===== src/rtl/fir_sym_mc.sv =====
// Multi-channel symmetric FIR filter: one shared coefficient set and a delay line per channel.
// A bit-serial MAC walks the pre-summed tap pairs, then the result is rounded and saturated.
module fir_sym_mc #(
   parameter int DataWidth  = 12,
   parameter int CoeffWidth = 12,
   parameter int NTaps      = 9,
   parameter int NChannels  = 2,
   localparam int ChWidth   = (NChannels > 1) ? $clog2(NChannels) : 1
) (
   input  logic                 clk,
   input  logic                 rst,
   input  logic                 coeff_load_en,
   input  logic                 coeff_in,
   input  logic                 in_valid,
   output logic                 in_ready,
   input  logic [ChWidth-1:0]   in_ch,
   input  logic [DataWidth-1:0] x,
   output logic                 out_valid,
   input  logic                 out_ready,
   output logic [ChWidth-1:0]   out_ch,
   output logic [DataWidth-1:0] y,
   output logic                 out_sat
);

   localparam int NCoeffs    = (NTaps + 1) / 2;
   localparam int AccWidth   = DataWidth + CoeffWidth + $clog2(NTaps) + 1;
   localparam int ChainWidth = NCoeffs * CoeffWidth;
   localparam int PW         = (NCoeffs > 1) ? $clog2(NCoeffs) : 1;
   localparam int BW         = $clog2(DataWidth + 1);

   localparam logic signed [AccWidth-1:0] RoundBias = AccWidth'(1) << (CoeffWidth - 2);
   localparam logic signed [AccWidth-1:0] YMax      = (AccWidth'(1) << DataWidth) - AccWidth'(1);

   if (NTaps % 2 == 0) begin : g_taps_odd
      $fatal(1, "fir_sym_mc: NTaps must be odd");
   end

   typedef enum logic [1:0] {IDLE, LOAD, MAC, OUT} state_t;

   state_t                      state;
   logic [DataWidth-1:0]        d [NChannels][NTaps];
   logic [ChainWidth-1:0]       coeff_chain;
   logic [ChWidth-1:0]          ch;
   logic [PW-1:0]               p;
   logic [BW-1:0]               b;
   logic signed [AccWidth-1:0]  acc;
   logic [DataWidth:0]          pre_sum;
   logic [CoeffWidth-1:0]       coeff;
   logic signed [AccWidth-1:0]  coeff_term;
   logic signed [AccWidth-1:0]  acc_rnd;
   logic signed [AccWidth-1:0]  rounded;
   logic                        ch_ok;

   assign in_ready = (state == IDLE) && !coeff_load_en && !rst;
   assign ch_ok    = int'(in_ch) < NChannels;

   // Pair p folds taps p and NTaps-1-p; the centre tap stands alone.
   always_comb begin
      pre_sum = '0;
      coeff   = '0;
      for (int unsigned k = 0; k < NCoeffs; k++) begin
         if (PW'(k) == p) begin
            coeff = coeff_chain[k*CoeffWidth +: CoeffWidth];
            if (k == NCoeffs - 1)
               pre_sum = {1'b0, d[ch][k]};
            else
               pre_sum = {1'b0, d[ch][k]} + {1'b0, d[ch][NTaps-1-k]};
         end
      end
   end

   assign coeff_term = {{(AccWidth-CoeffWidth){coeff[CoeffWidth-1]}}, coeff} << b;
   assign acc_rnd    = acc + RoundBias;
   assign rounded    = acc_rnd >>> (CoeffWidth - 1);

   always_ff @(posedge clk) begin
      if (rst) begin
         state       <= IDLE;
         coeff_chain <= '0;
         ch          <= '0;
         p           <= '0;
         b           <= '0;
         acc         <= '0;
         out_valid   <= 1'b0;
         out_ch      <= '0;
         y           <= '0;
         out_sat     <= 1'b0;
         for (int unsigned c = 0; c < NChannels; c++)
            for (int unsigned k = 0; k < NTaps; k++)
               d[c][k] <= '0;
      end else begin
         case (state)
            IDLE: begin
               if (coeff_load_en) begin
                  state <= LOAD;
               end else if (in_valid && ch_ok) begin
                  for (int unsigned c = 0; c < NChannels; c++) begin
                     if (ChWidth'(c) == in_ch) begin
                        d[c][0] <= x;
                        for (int unsigned k = 1; k < NTaps; k++)
                           d[c][k] <= d[c][k-1];
                     end
                  end
                  ch    <= in_ch;
                  acc   <= '0;
                  p     <= '0;
                  b     <= '0;
                  state <= MAC;
               end
            end
            LOAD: begin
               if (coeff_load_en)
                  coeff_chain <= {coeff_chain[ChainWidth-2:0], coeff_in};
               else
                  state <= IDLE;
            end
            MAC: begin
               if (pre_sum[b])
                  acc <= acc + coeff_term;
               if (b == BW'(DataWidth)) begin
                  b <= '0;
                  if (p == PW'(NCoeffs - 1))
                     state <= OUT;
                  else
                     p <= p + 1'b1;
               end else begin
                  b <= b + 1'b1;
               end
            end
            OUT: begin
               if (!out_valid) begin
                  out_valid <= 1'b1;
                  out_ch    <= ch;
                  if (rounded[AccWidth-1]) begin
                     y       <= '0;
                     out_sat <= 1'b1;
                  end else if (rounded > YMax) begin
                     y       <= '1;
                     out_sat <= 1'b1;
                  end else begin
                     y       <= rounded[DataWidth-1:0];
                     out_sat <= 1'b0;
                  end
               end else if (out_ready) begin
                  out_valid <= 1'b0;
                  state     <= IDLE;
               end
            end
            default: state <= IDLE;
         endcase
      end
   end

endmodule


===== config.mk =====
export PLATFORM = sky130hd
export DESIGN_NAME = fir_sym_mc
export DESIGN_NICKNAME = d
export VERILOG_FILES = /design/src/rtl/fir_sym_mc.sv
export SDC_FILE = /design/constraint.sdc
export NUM_CORES = 1
export LEC_CHECK = 0
export ABC_AREA = 1
export CAP_MARGIN = 20
export CORE_MARGIN = 2
export CORE_UTILIZATION = 46
export CTS_CLUSTER_DIAMETER = 50
export DETAILED_ROUTE_END_ITERATION = 16
export GPL_TIMING_DRIVEN = 1
export SYNTH_ARGS = -nofsm -noshare
export SYNTH_HDL_FRONTEND = slang
export SYNTH_SLANG_ARGS = --single-unit
export TNS_END_PERCENT = 50

===== constraint.sdc =====
create_clock -name clk -period 11.2 [get_ports clk]
set_input_delay 1.68 -clock clk [delete_from_list [all_inputs] [get_ports clk]]
set_output_delay 1.68 -clock clk [all_outputs]
set_load 0.05 [all_outputs]

Word level (Yosys, flattened, before mapping)
Memory sizes are Yosys's and may differ from the RTL's. A register that Yosys moved wholly into a read port is not among the register bits.
Index checks and enable logic that the tools add are counted.
{"block": "totals", "reg_bits": 114, "latch_bits": 0, "mem_bits_rw": 216, "mem_bits_ro": 0, "word_cells": 148, "n_memories": 1}
{"memory": "d", "depth": 2, "width": 108, "read_ports": 3, "rd_clocked_by_memory_dff": 1, "write_ports": 2, "line": "41", "source": "logic [DataWidth-1:0] d [NChannels][NTaps];"}
{"block": "op_classes", "add_sub_neg": 8, "multipliers": 0, "div": 0, "magnitude_cmp": 2, "n_eq_ne": 19, "shifts": 1, "muxes": 73, "bitwise": 20, "n_reduce_logical": 14}
{"operator": "$mux 12", "n": 25}
{"operator": "$mux 29", "n": 3}
{"operator": "$mux 13", "n": 5}
{"operator": "$pmux 29 s2", "n": 1}
{"operator": "$add 12x12->13", "n": 4}
{"operator": "$add 29x12->29 const B", "n": 1}
{"operator": "$add 29x29->29", "n": 1}
{"operator": "$shl 29x4->29", "n": 1}
{"operator": "$mux 1", "n": 21}
{"operator": "$gt 18x13->1 const B", "n": 1}
{"operator": "$ne 2x2->1 const B", "n": 9}
{"operator": "$or 1x1->1", "n": 18}
{"operator": "$mux 2", "n": 7}
{"operator": "$mux 3", "n": 4}
{"operator": "$mux 4", "n": 3}
{"operator": "$pmux 2 s4", "n": 1}
{"operator": "$pmux 4 s2", "n": 1}
{"operator": "$eq 2x3->1 const A", "n": 2}
{"operator": "$pmux 3 s2", "n": 1}
{"operator": "$reduce_and 3->1", "n": 2}
{"operator": "$reduce_and 6->1", "n": 1}
{"operator": "$lt 4x5->1 const B", "n": 1}
{"operator": "$reduce_and 5->1", "n": 1}
{"operator": "$add 4x1->4 const B", "n": 1}
{"operator": "17 further kinds", "n": 22}

Logic depth before layout (Yosys ltp)
{"block": "logic_depth", "word_depth": 10, "mapped_depth": 38, "mapped_depth_nobuf": 36}

Worst setup path before layout
OpenSTA, ideal clock, no wires.
{"block": "synth_path", "kind": "in2reg", "from": "input port coeff_load_en", "to": "memory d[0][0] (netlist name), enable pin", "arrival_ns": 9.759, "setup_slack_ns": 0.715, "path_stages": 5, "n_path_buf": 0, "path_cell_list": "nor2_1 > inv_1 > nor2_1 > inv_1 > o21ai_0"}
{"element": "from (decl)", "line": "12", "source": "input logic coeff_load_en,"}
{"element": "to (decl)", "line": "41"}

Worst setup path after layout
{"block": "layout_path", "from": "register p[0]", "to": "register acc[26]"}
{"block": "layout_between", "elab_chain_len": 10, "elab_cells_between_ends": 23, "cone_classes": "add/sub (1); eq/ne (5); shift (1); mux (14); reduce/logical (2)"}
{"element": "from (decl)", "line": "44", "source": "logic [PW-1:0] p;"}
{"element": "from (signal assigned)", "line": "125", "source": "p <= p + 1'b1;"}
{"element": "$logic_not 3->1", "line": "62", "source": "if (PW'(k) == p) begin"}
{"element": "$mux 12 / $mux 13 (equally long branches) (5 in a row)", "line": "62"}
{"element": "$shl 29x4->29 / $bmux 1 s4 (equally long branches)", "line": "72, 118"}
{"element": "$add 29x29->29 / $mux 1 (equally long branches)", "line": "119, 118"}
{"element": "$mux 29 / $ne 2x2->1 (equally long branches)"}
{"element": "$pmux 29 s2 / $reduce_and 4->1 (equally long branches)"}
{"element": "to (signal assigned)", "line": "119", "source": "acc <= acc + coeff_term;"}
{"element": "to (decl)", "line": "46", "source": "logic signed [AccWidth-1:0] acc;"}
Parallel ways exist; a longest one is shown, timed or not. The select of a mux whose other input is x is not followed.
A chain may end at the register's enable or synchronous reset.

==> flow_metrics.env <==
export IMPL_fmax_ghz=0.1669
export IMPL_synth_top_family_by_area="simple AND/OR/NAND/NOR gates"
export IMPL_antenna_cells=0
export IMPL_min_to="y[3]"
export IMPL_drive_gt1_share_pct=4.925
export IMPL_syn_to_final_growth_pct=10.87
export IMPL_critical_path_class="register to register"
export IMPL_critPathArrivalTime_ps=6450
export IMPL_grt_util_all_layers_pct=25.53
export IMPL_timing_rr_end="acc[26]"
export IMPL_cts_hold_buf=0
export IMPL_min_from="y[3]"
export IMPL_syn_area_um2=19720
export IMPL_initialDrtViolationCount=1191
export IMPL_antenna_found_initial=0
export IMPL_multi_input_area_um2=9050
export IMPL_synthSimpleGateAreaFrac_pct=25.52
export IMPL_yosysTopAreaCell="edfxtp_1"
export IMPL_htreeDepth=2
export IMPL_setup_tns_ps=0
export IMPL_cellPowerDensity_nw_per_um2=231.9
export IMPL_rsz0062_at_grt="no"
export IMPL_place_ws_ps=5296
export IMPL_ant_nets=0
export IMPL_slowest_stage="clkinv_1"
export IMPL_cts_resized_gates=0
export IMPL_seq_area_um2=8792
export IMPL_clk_pin_slew_ps=60
export IMPL_max_stage_delay_ps=810
export IMPL_synth_compound_area_share_pct=12.98
export IMPL_cts_buffers=45
export IMPL_die_x_um=211.0
export IMPL_fill_cells=4125
export IMPL_reg2reg_from="p[0]"
export IMPL_ys_ff_latch=331
export IMPL_synth_cell_types=48
export IMPL_yosys_top_cells_count="546 x nand2_1, 466 x nor2_1, 365 x inv_1"
export IMPL_hold_depth=2
export IMPL_syn_avg_cell_area_um2=7.407
export IMPL_numPortBuffers=34
export IMPL_coreArea_um2=42130
export IMPL_grt_pass1_wl_um=89020
export IMPL_outcome="complete, no violations"
export IMPL_required_ps=11660
export IMPL_syn_nets=2773
export IMPL_maxSlewViolCount=0
export IMPL_post_route_min_period_ps=5991
export IMPL_fin_ws_ps=5209
export IMPL_synth_top_area_share_pct=32.90
export IMPL_grt_pass1_vias=16556
export IMPL_synth_flop_cell="edfxtp_1"
export IMPL_synth_enable_flop_cells=216
export IMPL_wl_um=55650
export IMPL_placedCellCount=3135
export IMPL_setup_viol=0
export IMPL_insertion_delay_ps=590
export IMPL_leakagePower_nw=9.936
export IMPL_first_pass_iters=5
export IMPL_skew_ps=25.05
export IMPL_hold_viol_final=0
export IMPL_globalRouteOverflowTotal=0
export IMPL_async_flop_share_pct=0
export IMPL_yosys_top_cells_area="edfxtp_1 33%, dfxtp_1 12%, nand2_1 10%"
export IMPL_hold_ws_ps=460.3
export IMPL_cts_tree="built"
export IMPL_synthAdderAreaFrac_pct=6.029
export IMPL_critical_path_peak_fanout=27
export IMPL_routabilityCongestion=0.9375
export IMPL_synth_most_common_cell="nand2_1"
export IMPL_clockBufferDepth=3
export IMPL_io_pins=35
export IMPL_ctsRootBufferMaster="clkbuf_16"
export IMPL_synthCells=2662
export IMPL_reg2reg_slack_ps=5210
export IMPL_worstSetupEndpointType="register"
export IMPL_yosysSeqAreaShare_pct=44.57
export IMPL_post_drt_wl_per_cell_um=17.29
export IMPL_yosysWarnings=0
export IMPL_vdd_drop_max_mv=0.1171
export IMPL_via_count=17001
export IMPL_cp_start_kind="register"
export IMPL_initial_core_util_pct=46.79
export IMPL_hold_class="register to register"
export IMPL_fin_crit_sh_pct=53.49
export IMPL_muxShareOfSynthArea_pct=0
export IMPL_die_h_um=211.0
export IMPL_fin_nets=2754
export IMPL_worstRegToRegCells=30
export IMPL_finalNonFillerCells=3219
export IMPL_dp_hpwl_um=38910
export IMPL_num_rows=75
export IMPL_avgViaCountPerCell=5.281
export IMPL_post_cts_buffers=0
export IMPL_synth_xor_area_share_pct=1.155
export IMPL_relSlewSlack_pct=26.65
export IMPL_cts_sinks=331
export IMPL_grt_max_degree=83
export IMPL_tightest_slew_ps=1100
export IMPL_drc_errors=0
export IMPL_postLayoutCoreUtil_pct=51.88
export IMPL_cap_viol_max_count=0
export IMPL_dieArea_um2=44530
-- kinds of logic (layout without fill, tap and decap cells) --
group,count (synthesis),in the layout
fa+ha+maj,92,92
xor+xnor,26,26
flops,331,331
compound gates,485,485
simple gates,1237,1237
buf+inv,491,509
-- how the worst max path moves through the flow --
stage                  start       to  slack (ps)  depth (start not counted)
5_1_grt                 p[0]  acc[26]        4690                         30
2_1_floorplan  coeff_load_en  d[0][0]         720                          5
6_report                p[0]  acc[26]        5210                         30
3_5_place_dp            p[0]  acc[26]        5300                         30
3_3_place_gp            p[0]  acc[26]        5460                         30
4_1_cts                 p[0]  acc[26]        5270                         30
-- stage by stage --
| stage | area [um2] | total power (W) |
|---|---|---|
| 2_1_floorplan | 19720 | 0.003109 |
| 3_3_place_gp | 20390 | 0.003646 |
| 3_5_place_dp | 20390 | 0.003663 |
| 4_1_cts | 21860 | 0.005097 |
| 5_1_grt | 21860 | 0.005442 |
| 6_report | 21860 | 0.005069 |
-- metal layers --
| layer | vias to the layer above | track usage (%) | share of wire, % |
|---|---|---|---|
| met2 | 401 | 43.97 | 48 |
| met5 | - | 0 | 0 |
| met1 | 7925 | 33.37 | 44 |
| li1 | 8591 | - | - |
| met3 | 84 | 3.241 | 4.5 |
| met4 | 0 | 8.135 | 2.9 |
-- report_power, final --
part | total [W] | switching [W] | internal (W)
clock network | 0.00142 | 0.000583 | 0.000838
registers | 0.00167 | 0.000169 | 0.00150
logic | 0.00198 | 0.00135 | 0.000635
total | 0.00507 | 0.00210 | 0.00297
-- placed cells by master, fill, tap and decap left out, types with 7 or more instances in the layout --
cell type / instances
inv_1: 365
nand2_1: 544
clkdlybuf4s50_1: 34
xnor2_1: 10
clkbuf_16: 45
nor2_1: 466
dfxtp_1: 114
o21ai_0: 270
o21ai_1: 17
nor3_1: 14
o211ai_1: 14
or2_2: 20
nand3_1: 145
xor2_1: 16
ha_1: 87
nand4_1: 14
inv_6: 8
a21oi_1: 147
clkinv_1: 10
nand3b_1: 8
buf_4: 17
a31oi_1: 7
edfxtp_1: 216
clkinv_2: 10
-- worst max-delay path: cells and delay by family, from the launching register on --
| family | cells | cell delay [ps] |
|---|---|---|
| flip-flops | 1 | 370 |
| AO/OA/AOI/OAI | 12 | 2250 |
| adder cells (fa/ha/maj) | 3 | 770 |
| AND/OR/NAND/NOR | 11 | 1180 |
| buffers and inverters | 4 | 1270 |
-- layout make-up --
class                      count  share of cell area [%]
sequential                   331                   40.22
multi-input combinational   1840                   41.40
inverter                     374                   6.422
tap                          539                   3.085
timing repair buffer          51                   2.141
clock inverter                32                   1.322
clock buffer                  52                   5.409
-- registers in the layout, summed over array words and instances, names as in the netlist, named ones only --
name         flops
b                4
p                3
ch               1
out_valid        1
coeff_chain     60
y               12
out_ch           1
acc             29
d              216
state            2
out_sat          1
No activity file was read; power rests on OpenSTA's default activity.
